==> src/rtl/context_restore_sequencer_if.sv <==
// Context restore sequencer bus.
// Groups the switch handshake, the valid-table update inputs (ctx_saved,
// freed), the context store read port and the restore beat stream.
//   master : the environment (requester, writer, memory controller, store).
//   slave  : the sequencer.
interface context_restore_sequencer_if #(
    parameter int NUM_STAGES = 4
);
    logic                  switch_req;
    logic [7:0]            switch_thread;
    logic                  switch_ack;
    logic                  switch_miss;
    logic                  ctx_saved;
    logic [7:0]            ctx_saved_thread;
    logic                  freed;
    logic [8:0]            freed_address;
    logic                  rd_en;
    logic [7:0]            rd_thread;
    logic [1:0]            rd_stage;
    logic [3:0]            rd_field;
    logic [31:0]           rd_data;
    logic                  rst_valid;
    logic [1:0]            rst_stage;
    logic [3:0]            rst_field;
    logic [31:0]           rst_data;
    logic [NUM_STAGES-1:0] stage_select;
    logic                  busy;

    modport master (
        output switch_req, switch_thread, ctx_saved, ctx_saved_thread,
               freed, freed_address, rd_data,
        input  switch_ack, switch_miss, rd_en, rd_thread, rd_stage, rd_field,
               rst_valid, rst_stage, rst_field, rst_data, stage_select, busy
    );

    modport slave (
        input  switch_req, switch_thread, ctx_saved, ctx_saved_thread,
               freed, freed_address, rd_data,
        output switch_ack, switch_miss, rd_en, rd_thread, rd_stage, rd_field,
               rst_valid, rst_stage, rst_field, rst_data, stage_select, busy
    );
endinterface

==> src/rtl/context_restore_sequencer.sv <==
// Context restore sequencer.
// On an accepted switch request it walks the thread's saved context
// (NUM_STAGES x FIELDS_PER_STAGE 32-bit fields), streams each word out as a
// restore beat, raises the per-stage restore mux select once a stage's last
// field has gone out, and finishes with a one-cycle switch_ack.
// A per-thread valid table (set by ctx_saved, cleared by freed, freed wins)
// decides hit/miss; freeing the thread being restored aborts the walk.
// Ports:
//   clk, rst_n : clock, synchronous active-low reset.
//   bus        : context_restore_sequencer_if.slave (handshake, table
//                updates, store read port, restore beats, stage_select, busy).
// Optional feature macro CTX_CONSUME_EN: a successful restore clears the
// thread's valid bit in its ack cycle (a same-cycle ctx_saved still wins).
module context_restore_sequencer #(
    parameter int NUM_STAGES       = 4,
    parameter int FIELDS_PER_STAGE = 15,
    parameter int NUM_THREADS      = 256
) (
    input  logic                         clk,
    input  logic                         rst_n,
    context_restore_sequencer_if.slave   bus
);
    localparam logic [1:0] LAST_STAGE = 2'(NUM_STAGES - 1);
    localparam logic [3:0] LAST_FIELD = 4'(FIELDS_PER_STAGE - 1);

    typedef enum logic [1:0] {IDLE, READ, DRAIN, DONE} state_t;

    state_t                 state_q, state_d;
    logic [NUM_THREADS-1:0] valid_q;
    logic [7:0]             thread_q;
    logic [1:0]             stage_q;
    logic [3:0]             field_q;
    logic                   ack_prev_q;
    logic                   miss_ack_q;
    // index 1: read issued last cycle, index 2: beat on the output this cycle
    logic [2:1]             vld_pipe;
    logic [2:1][1:0]        stg_pipe;
    logic [2:1][3:0]        fld_pipe;
    logic [31:0]            rst_data_q;
    logic [NUM_STAGES-1:0]  sel_q;

    logic accept, hit, abort, last_rd, rd_en, ack;

    always_comb begin
        // A pending miss ack also blocks acceptance so a held request is not
        // taken again in the very cycle it is being acknowledged.
        accept  = (state_q == IDLE) && bus.switch_req && !ack_prev_q && !miss_ack_q;
        hit     = valid_q[bus.switch_thread];
        abort   = ((state_q == READ) || (state_q == DRAIN)) && bus.freed &&
                  (bus.freed_address[7:0] == thread_q);
        last_rd = (stage_q == LAST_STAGE) && (field_q == LAST_FIELD);
        rd_en   = (state_q == READ) && !abort;
        ack     = (state_q == DONE) || miss_ack_q;

        state_d = state_q;
        unique case (state_q)
            IDLE:    if (accept && hit) state_d = READ;
            READ:    if (abort) state_d = IDLE;
                     else if (last_rd) state_d = DRAIN;
            // last read is in vld_pipe[1]; once it moves on, its beat is out
            DRAIN:   if (abort) state_d = IDLE;
                     else if (!vld_pipe[1]) state_d = DONE;
            DONE:    state_d = IDLE;
            default: state_d = IDLE;
        endcase
    end

    always_ff @(posedge clk) begin
        if (!rst_n) begin
            state_q    <= IDLE;
            valid_q    <= '0;
            thread_q   <= '0;
            stage_q    <= '0;
            field_q    <= '0;
            ack_prev_q <= 1'b0;
            miss_ack_q <= 1'b0;
            vld_pipe   <= '0;
            stg_pipe   <= '0;
            fld_pipe   <= '0;
            rst_data_q <= '0;
            sel_q      <= '0;
        end else begin
            state_q    <= state_d;
            ack_prev_q <= ack;
            miss_ack_q <= (accept && !hit) || abort;

            if (accept && hit) begin
                thread_q <= bus.switch_thread;
                stage_q  <= '0;
                field_q  <= '0;
            end else if (rd_en) begin
                if (field_q == LAST_FIELD) begin
                    field_q <= '0;
                    stage_q <= stage_q + 2'd1;
                end else begin
                    field_q <= field_q + 4'd1;
                end
            end

            vld_pipe   <= abort ? 2'b00 : {vld_pipe[1], rd_en};
            stg_pipe   <= {stg_pipe[1], stage_q};
            fld_pipe   <= {fld_pipe[1], field_q};
            rst_data_q <= bus.rd_data;

            if (abort || ack)
                sel_q <= '0;
            else if (vld_pipe[2] && (fld_pipe[2] == LAST_FIELD))
                sel_q[stg_pipe[2]] <= 1'b1;

            // Later assignments take priority: consume < ctx_saved < freed.
`ifdef CTX_CONSUME_EN
            if (state_q == DONE)
                valid_q[thread_q] <= 1'b0;
`else
`endif
            if (bus.ctx_saved)
                valid_q[bus.ctx_saved_thread] <= 1'b1;
            if (bus.freed)
                valid_q[bus.freed_address[7:0]] <= 1'b0;
        end
    end

    assign bus.switch_ack   = ack;
    assign bus.switch_miss  = miss_ack_q;
    assign bus.rd_en        = rd_en;
    assign bus.rd_thread    = thread_q;
    assign bus.rd_stage     = stage_q;
    assign bus.rd_field     = field_q;
    assign bus.rst_valid    = vld_pipe[2];
    assign bus.rst_stage    = stg_pipe[2];
    assign bus.rst_field    = fld_pipe[2];
    assign bus.rst_data     = rst_data_q;
    assign bus.stage_select = sel_q;
    assign bus.busy         = (state_q != IDLE);
endmodule

==> src/flat_wrapper.sv <==
// flat-port wrapper written by rule: the top's interface ports become plain ports
module context_restore_sequencer_flat 
#(
    parameter int NUM_STAGES       = 4,
    parameter int FIELDS_PER_STAGE = 15,
    parameter int NUM_THREADS      = 256
)
  (clk, rst_n, bus_switch_req, bus_switch_thread, bus_ctx_saved, bus_ctx_saved_thread, bus_freed, bus_freed_address, bus_rd_data, bus_switch_ack, bus_switch_miss, bus_rd_en, bus_rd_thread, bus_rd_stage, bus_rd_field, bus_rst_valid, bus_rst_stage, bus_rst_field, bus_rst_data, bus_stage_select, bus_busy);
  context_restore_sequencer_if #(.NUM_STAGES(NUM_STAGES)) bus_i ();
  input  logic clk;
  input  logic rst_n;
  input wire logic [$bits(bus_i.switch_req)-1:0] bus_switch_req;
  input wire logic [$bits(bus_i.switch_thread)-1:0] bus_switch_thread;
  input wire logic [$bits(bus_i.ctx_saved)-1:0] bus_ctx_saved;
  input wire logic [$bits(bus_i.ctx_saved_thread)-1:0] bus_ctx_saved_thread;
  input wire logic [$bits(bus_i.freed)-1:0] bus_freed;
  input wire logic [$bits(bus_i.freed_address)-1:0] bus_freed_address;
  input wire logic [$bits(bus_i.rd_data)-1:0] bus_rd_data;
  output wire logic [$bits(bus_i.switch_ack)-1:0] bus_switch_ack;
  output wire logic [$bits(bus_i.switch_miss)-1:0] bus_switch_miss;
  output wire logic [$bits(bus_i.rd_en)-1:0] bus_rd_en;
  output wire logic [$bits(bus_i.rd_thread)-1:0] bus_rd_thread;
  output wire logic [$bits(bus_i.rd_stage)-1:0] bus_rd_stage;
  output wire logic [$bits(bus_i.rd_field)-1:0] bus_rd_field;
  output wire logic [$bits(bus_i.rst_valid)-1:0] bus_rst_valid;
  output wire logic [$bits(bus_i.rst_stage)-1:0] bus_rst_stage;
  output wire logic [$bits(bus_i.rst_field)-1:0] bus_rst_field;
  output wire logic [$bits(bus_i.rst_data)-1:0] bus_rst_data;
  output wire logic [$bits(bus_i.stage_select)-1:0] bus_stage_select;
  output wire logic [$bits(bus_i.busy)-1:0] bus_busy;
  assign bus_i.switch_req = bus_switch_req;
  assign bus_i.switch_thread = bus_switch_thread;
  assign bus_i.ctx_saved = bus_ctx_saved;
  assign bus_i.ctx_saved_thread = bus_ctx_saved_thread;
  assign bus_i.freed = bus_freed;
  assign bus_i.freed_address = bus_freed_address;
  assign bus_i.rd_data = bus_rd_data;
  assign bus_switch_ack = bus_i.switch_ack;
  assign bus_switch_miss = bus_i.switch_miss;
  assign bus_rd_en = bus_i.rd_en;
  assign bus_rd_thread = bus_i.rd_thread;
  assign bus_rd_stage = bus_i.rd_stage;
  assign bus_rd_field = bus_i.rd_field;
  assign bus_rst_valid = bus_i.rst_valid;
  assign bus_rst_stage = bus_i.rst_stage;
  assign bus_rst_field = bus_i.rst_field;
  assign bus_rst_data = bus_i.rst_data;
  assign bus_stage_select = bus_i.stage_select;
  assign bus_busy = bus_i.busy;
  context_restore_sequencer #(.NUM_STAGES(NUM_STAGES), .FIELDS_PER_STAGE(FIELDS_PER_STAGE), .NUM_THREADS(NUM_THREADS)) u_core (.clk(clk), .rst_n(rst_n), .bus(bus_i));
endmodule
==> config.mk <==
export PLATFORM = sky130hd
export DESIGN_NAME = context_restore_sequencer_flat
export DESIGN_NICKNAME = d
export VERILOG_FILES = /design/src/rtl/context_restore_sequencer_if.sv /design/src/rtl/context_restore_sequencer.sv /design/src/flat_wrapper.sv
export SDC_FILE = /design/constraint.sdc
export NUM_CORES = 1
export LEC_CHECK = 0
export ABC_CLOCK_PERIOD_IN_PS = 4700
export BUFFER_PORTS_ARGS = -buffer_cell sky130_fd_sc_hd__buf_2
export CAP_MARGIN = 20
export CORE_ASPECT_RATIO = 1.75
export CORE_MARGIN = 2
export CORE_UTILIZATION = 40
export DETAILED_ROUTE_END_ITERATION = 7
export PLACE_DENSITY_LB_ADDON = 0.2
export SLEW_MARGIN = 20
export SYNTH_ARGS = -nofsm -noshare
export SYNTH_HDL_FRONTEND = slang
export SYNTH_SLANG_ARGS = --single-unit
==> constraint.sdc <==
create_clock -name clk -period 4.7 [get_ports clk]
set_clock_uncertainty 0.1 [all_clocks]
set_input_delay 0.47 -clock clk [delete_from_list [all_inputs] [get_ports clk]]
set_output_delay 0.47 -clock clk [all_outputs]
set_load 0.02 [all_outputs]
# After elaboration in Yosys (flattened, before gate mapping)
# Index checks and enable logic that the tools add are counted.
# W data, S select, Z words.
[word_totals]
register_bits = 324
out_inout_bits = 61
[op_classes]
bitwise_logic = 5
eq_ne = 10
add_sub_neg = 2
mux = 18
n_lt_le_gt_ge = 7
n_reduce_logical = 28
[ops]
columns = ["cell", "count"]
rows = [
  ["$mux W256", 3],
  ["$and A256 B256 Y256", 1],
  ["$not A256 Y256", 1],
  ["$or A256 B256 Y256", 1],
  ["$lt A8 B9 Y1 const B", 3],
  ["$demux W1 S8", 2],
  ["$ge A8 B1 Y1 const B", 2],
  ["$logic_and A1 B1 Y1", 13],
  ["$mux W2", 5],
  ["$bmux W1 S8", 1],
  ["$eq A4 B4 Y1 const B", 2],
  ["$eq A8 B8 Y1", 1],
  ["$pmux W2 S4", 1],
  ["$eq A2 B2 Y1 const B", 3],
  ["$reduce_or A2 Y1", 3],
  ["$add A4 B1 Y4 const B", 1],
  ["$logic_not A1 Y1", 4],
  ["$logic_or A1 B1 Y1", 4],
  ["$mux W1", 4],
  ["$mux W4", 1],
  ["$or A4 B4 Y4", 1],
  ["$lt A2 B3 Y1 const B", 1],
  ["$ne A3 B1 Y1 const B", 1],
  ["$ne A3 B3 Y1 const B", 1],
  ["other kinds (10)", 10],
]

# Depth between registers and ports, before layout
[depth]
depth_word = 9
ltp_mapped = 13
mapped_depth_nobuf = 9

# Worst setup path after synthesis
# Ideal clock, no wire load.
[synth_path]
path_kind = "input-to-reg"
startpoint = "input bus_switch_thread[0]"
endpoint = "register u_core.state_q[1]"
t_arrival_ns = 2.861
cell_stages = 11
t_required_ns = 4.481
setup_time_ns = 0.119
slack_ns = 1.621
path_cell_list = "buf_2 -> buf_2 -> buf_2 -> mux4_2 -> mux2i_1 -> nand2_1 -> nand3_2 -> inv_2 -> o31a_4 -> o31a_1 -> o221a_1"
[synth_via]
elab_chain_cells = 5
[synth_rtl]
columns = ["element", "line", "rtl"]
rows = [
  ["from (decl)", "flat_wrapper.sv:13", "input wire logic [$bits(bus_i.switch_thread)-1:0] bus_switch_thread;"],
  ["$bmux W1 S8", "context_restore_sequencer.sv:48", "hit = valid_q[bus.switch_thread];"],
  ["$mux W1 (not written as such)", "context_restore_sequencer.sv:48", ""],
  ["$logic_and A1 B1 Y1", "context_restore_sequencer.sv:57", "IDLE: if (accept && hit) state_d = READ;"],
  ["$ne A2 B2 Y1 (no source line)", "--", ""],
  ["$reduce_and A3 Y1 (no source line)", "--", ""],
  ["to (signal assigned)", "context_restore_sequencer.sv:83", "state_q <= state_d;"],
  ["to (decl)", "context_restore_sequencer.sv:28", "state_t state_q, state_d;"],
]
# Every way passes these cells. The select of a mux whose other input is x is not followed.
# A chain may end at the register's enable or synchronous reset.

# Final worst setup path
[layout_path]
startpoint = "input bus_switch_thread[2]"
endpoint = "register u_core.state_q[0]"
# Same word-level chain as after synthesis.

==> reports/metrics.cfg <==
[die]
die_x_um = 147
initial_core_util_pct = 40.6
dieArea_um2 = 37400
die_h_um = 254
rows = 91
ios = 123
core_um2 = 35300

[yosys]
synthFlopType = dfxtp_1
synth.top_cell.area_share_pct = 45.2
synthTopCellsByArea = dfxtp_1 (45%), a21oi_1 (9.5%), o21ai_0 (9.2%)
synth.distinct_cells = 55
syn_inst = 1710
netlist_area_um2 = 14300
synth_edf_count = 0
syn_avg_cell_area_um2 = 8.39
yosysWarnings = 0
yosys.area.top_type = dfxtp_1
ys_async_sr_fraction_pct = 0
synth-seq-cells = 324
seq_area_frac_synth_pct = 45.2
syn_nets = 1778

[layout]
seq_area_um2 = 6490
final_common_cell = dfxtp_1
final_cell_area_um2 = 16300
drive_gt1_share_pct = 14.1
instances_no_fill = 2243
multiInputGateArea_um2 = 7240
n_fill_cell = 3505
area_growth_syn_to_layout_pct = 13.5
antenna_cells = 0
final_cell_mix = dfxtp_1 (324), nor2_1 (293), a21oi_1 (272), o21ai_0 (264), buf_2 (119)
nets = 1827

[sta]
period_minus_slack_ns = 3.27
setup_viol = 0
timing.final.ws_setup_ns = 1.43
hold_viol = 0
relSlewSlack_pct = 20.7
rsz0062_at_grt = false
fmax_mhz = 306
slew_viol_final = 0
tightestPinTransition_ns = 1.19
period_share_pct = 69.6
setup_tns_ns = 0
timing.hold.ws_ns = 0.0150

[setup_path]
path_class = input pin to register
cp.arrival_ns = 3.62
worstSetupEndpointType = register
crit_path_max_fanout = 29
crit_required_ns = 5.05
start_kind = input pin

[clock_network]
cts_made_buffers = 29
path_clk_slew_ns = 0.07
h-tree-depth = 1
cts.repair.resized = 0
cts.path.max_buffers = 3
clk_latency_ns = 0.56
cts_sinks = 324
hold_buffers = 2
cts_setup_buffers = 0
cts_tree = yes
cts_root_buf = clkbuf_16

[power]
power_density_nw_per_um2 = 367
ir_worst_vdd_mv = 0.221
p_leak_nw = 6.04

[route]
vias = 12926
drt_wl_total_um = 49700
via_per_inst = 5.76
dr.pass1.iters = 5
drc = 0
post_drt_wl_per_cell_um = 22.1
ant_nets = 0
drt_iter0_markers = 1083

[status]
status = complete, no violations

[placed_design]
dp_slack_ns = 0.939
detailed_place_hpwl_um = 33100
io_buffers = 121
placed_area_um2 = 15300
dp.cells = 2190
gp_congestion = 0.893

[global_routing]
grt_pass1_wl_um = 74300
gr-total-overflow = 0
grt_pass1_vias = 12204
grt_max_degree = 126
grtUsageTotal_pct = 25.9
antenna_found_initial = 0

[flow_run]
maxCapViolCount = 0

[hold_path]
min_path_type = input pin to register

## kinds of logic (layout without fill, tap and decap cells)
family,count (synthesis),after routing,share of synthesized area (%)
xor gates and xnor gates,9,9,0.550
buffers and inverters,156,224,4.67
adders and majority gates,6,6,0.523
muxes,111,111,10.9
and+or+nand+nor,508,508,16.1
DFF,324,324,45.2
AOI/OAI and AO/OA,596,596,22.0
## cells in the mapped netlist, drive strengths merged (2+ instances only)
cell and instances:
nand4 8, ha 6, nand3 43, o31a 2, nand2 37, mux2i 75
a22oi 30, mux2 4, a41oi 2, nor4 4, a21oi 272, o21ai 264
o221a 2, dfxtp 324, nand2b 14, mux4 32, a31oi 9, clkbuf 116
nor2 294, o31ai 2, nor2b 19, a211oi 4, and2 58, nor3 18
inv 9, a221oi 2, xnor2 9, and3 6, buf 30, or3 2
o22ai 2
## final timing paths
check	startpoint	cells after the start	end	slack, ns
max	bus_switch_thread[2]	10	u_core.state_q[0]$_SDFFE_PN0P_	1.43
min	bus_rd_data[10]	2	u_core.bus.rst_data[10]$_SDFF_PN0_	0.01
max reg2reg	u_core.valid_q[108]$_SDFF_PN0_	8	u_core.state_q[0]$_SDFFE_PN0P_	1.53
min reg2reg	u_core.stg_pipe[1]$_SDFF_PN0_	1	u_core.bus.rst_stage[1]$_SDFF_PN0_	0.33
## critical path, cell delays in order
cell and delay [ns]:
buf_6 0.32, buf_4 0.41, mux2i_1 0.13, a22oi_1 0.36, a21boi_0 0.22, nor4_1 0.37, nor4_2 0.12, nor3_1 0.72
nor3_1 0.16, o221a_1 0.29
## power breakdown
part | total, W | internal, W | switching (W) | leakage (nW)
Clock | 0.00247 | 0.00141 | 0.00106 | 0.480
Combinational | 0.000676 | 0.000224 | 0.000452 | 2.94
Sequential | 0.00283 | 0.00279 | 0.0000361 | 2.62
## registers in the layout (all words and copies together), names as in the netlist
| register | count |
|---|---|
| u_core.bus.rst_data | 32 |
| u_core.bus.rd_thread | 8 |
| u_core.bus.switch_miss | 1 |
| u_core.state_q | 2 |
| u_core.valid_q | 256 |
| u_core.vld_pipe | 2 |
| u_core.ack_prev_q | 1 |
| u_core.bus.rst_field | 4 |
| u_core.bus.rd_field | 4 |
| u_core.bus.stage_select | 4 |
| u_core.bus.rst_stage | 2 |
| u_core.stg_pipe | 2 |
| u_core.fld_pipe | 4 |
| u_core.bus.rd_stage | 2 |
## layout make-up
cell class                      instances  share of cell area (%)
Multi-Input combinational cell       1230                    44.5
Sequential cell                       324                    39.9
Timing Repair Buffer                  164                    5.96
Clock buffer                           38                    4.91
Tap cell                              465                    3.58
Clock inverter                         12                   0.984
Inverter                               10                   0.231
## stage by stage
step	power [W]	utilization [%]
finish	0.00597	46.1
global route	0.00616	46.1
CTS	0.00600	46.1
detailed placement	0.00356	43.3
global placement	0.00355	43.3
floorplan	0.00332	-
## layer usage
metal	track usage (%)	vias to the layer above	share of wire (%)
met5	0	-	0
met4	16.6	0	6.9
met2	48.0	562	51
met3	3.47	152	6.0
li1	-	6077	-
met1	27.3	6135	36
Note: power is estimated with default switching activity, not from simulation.
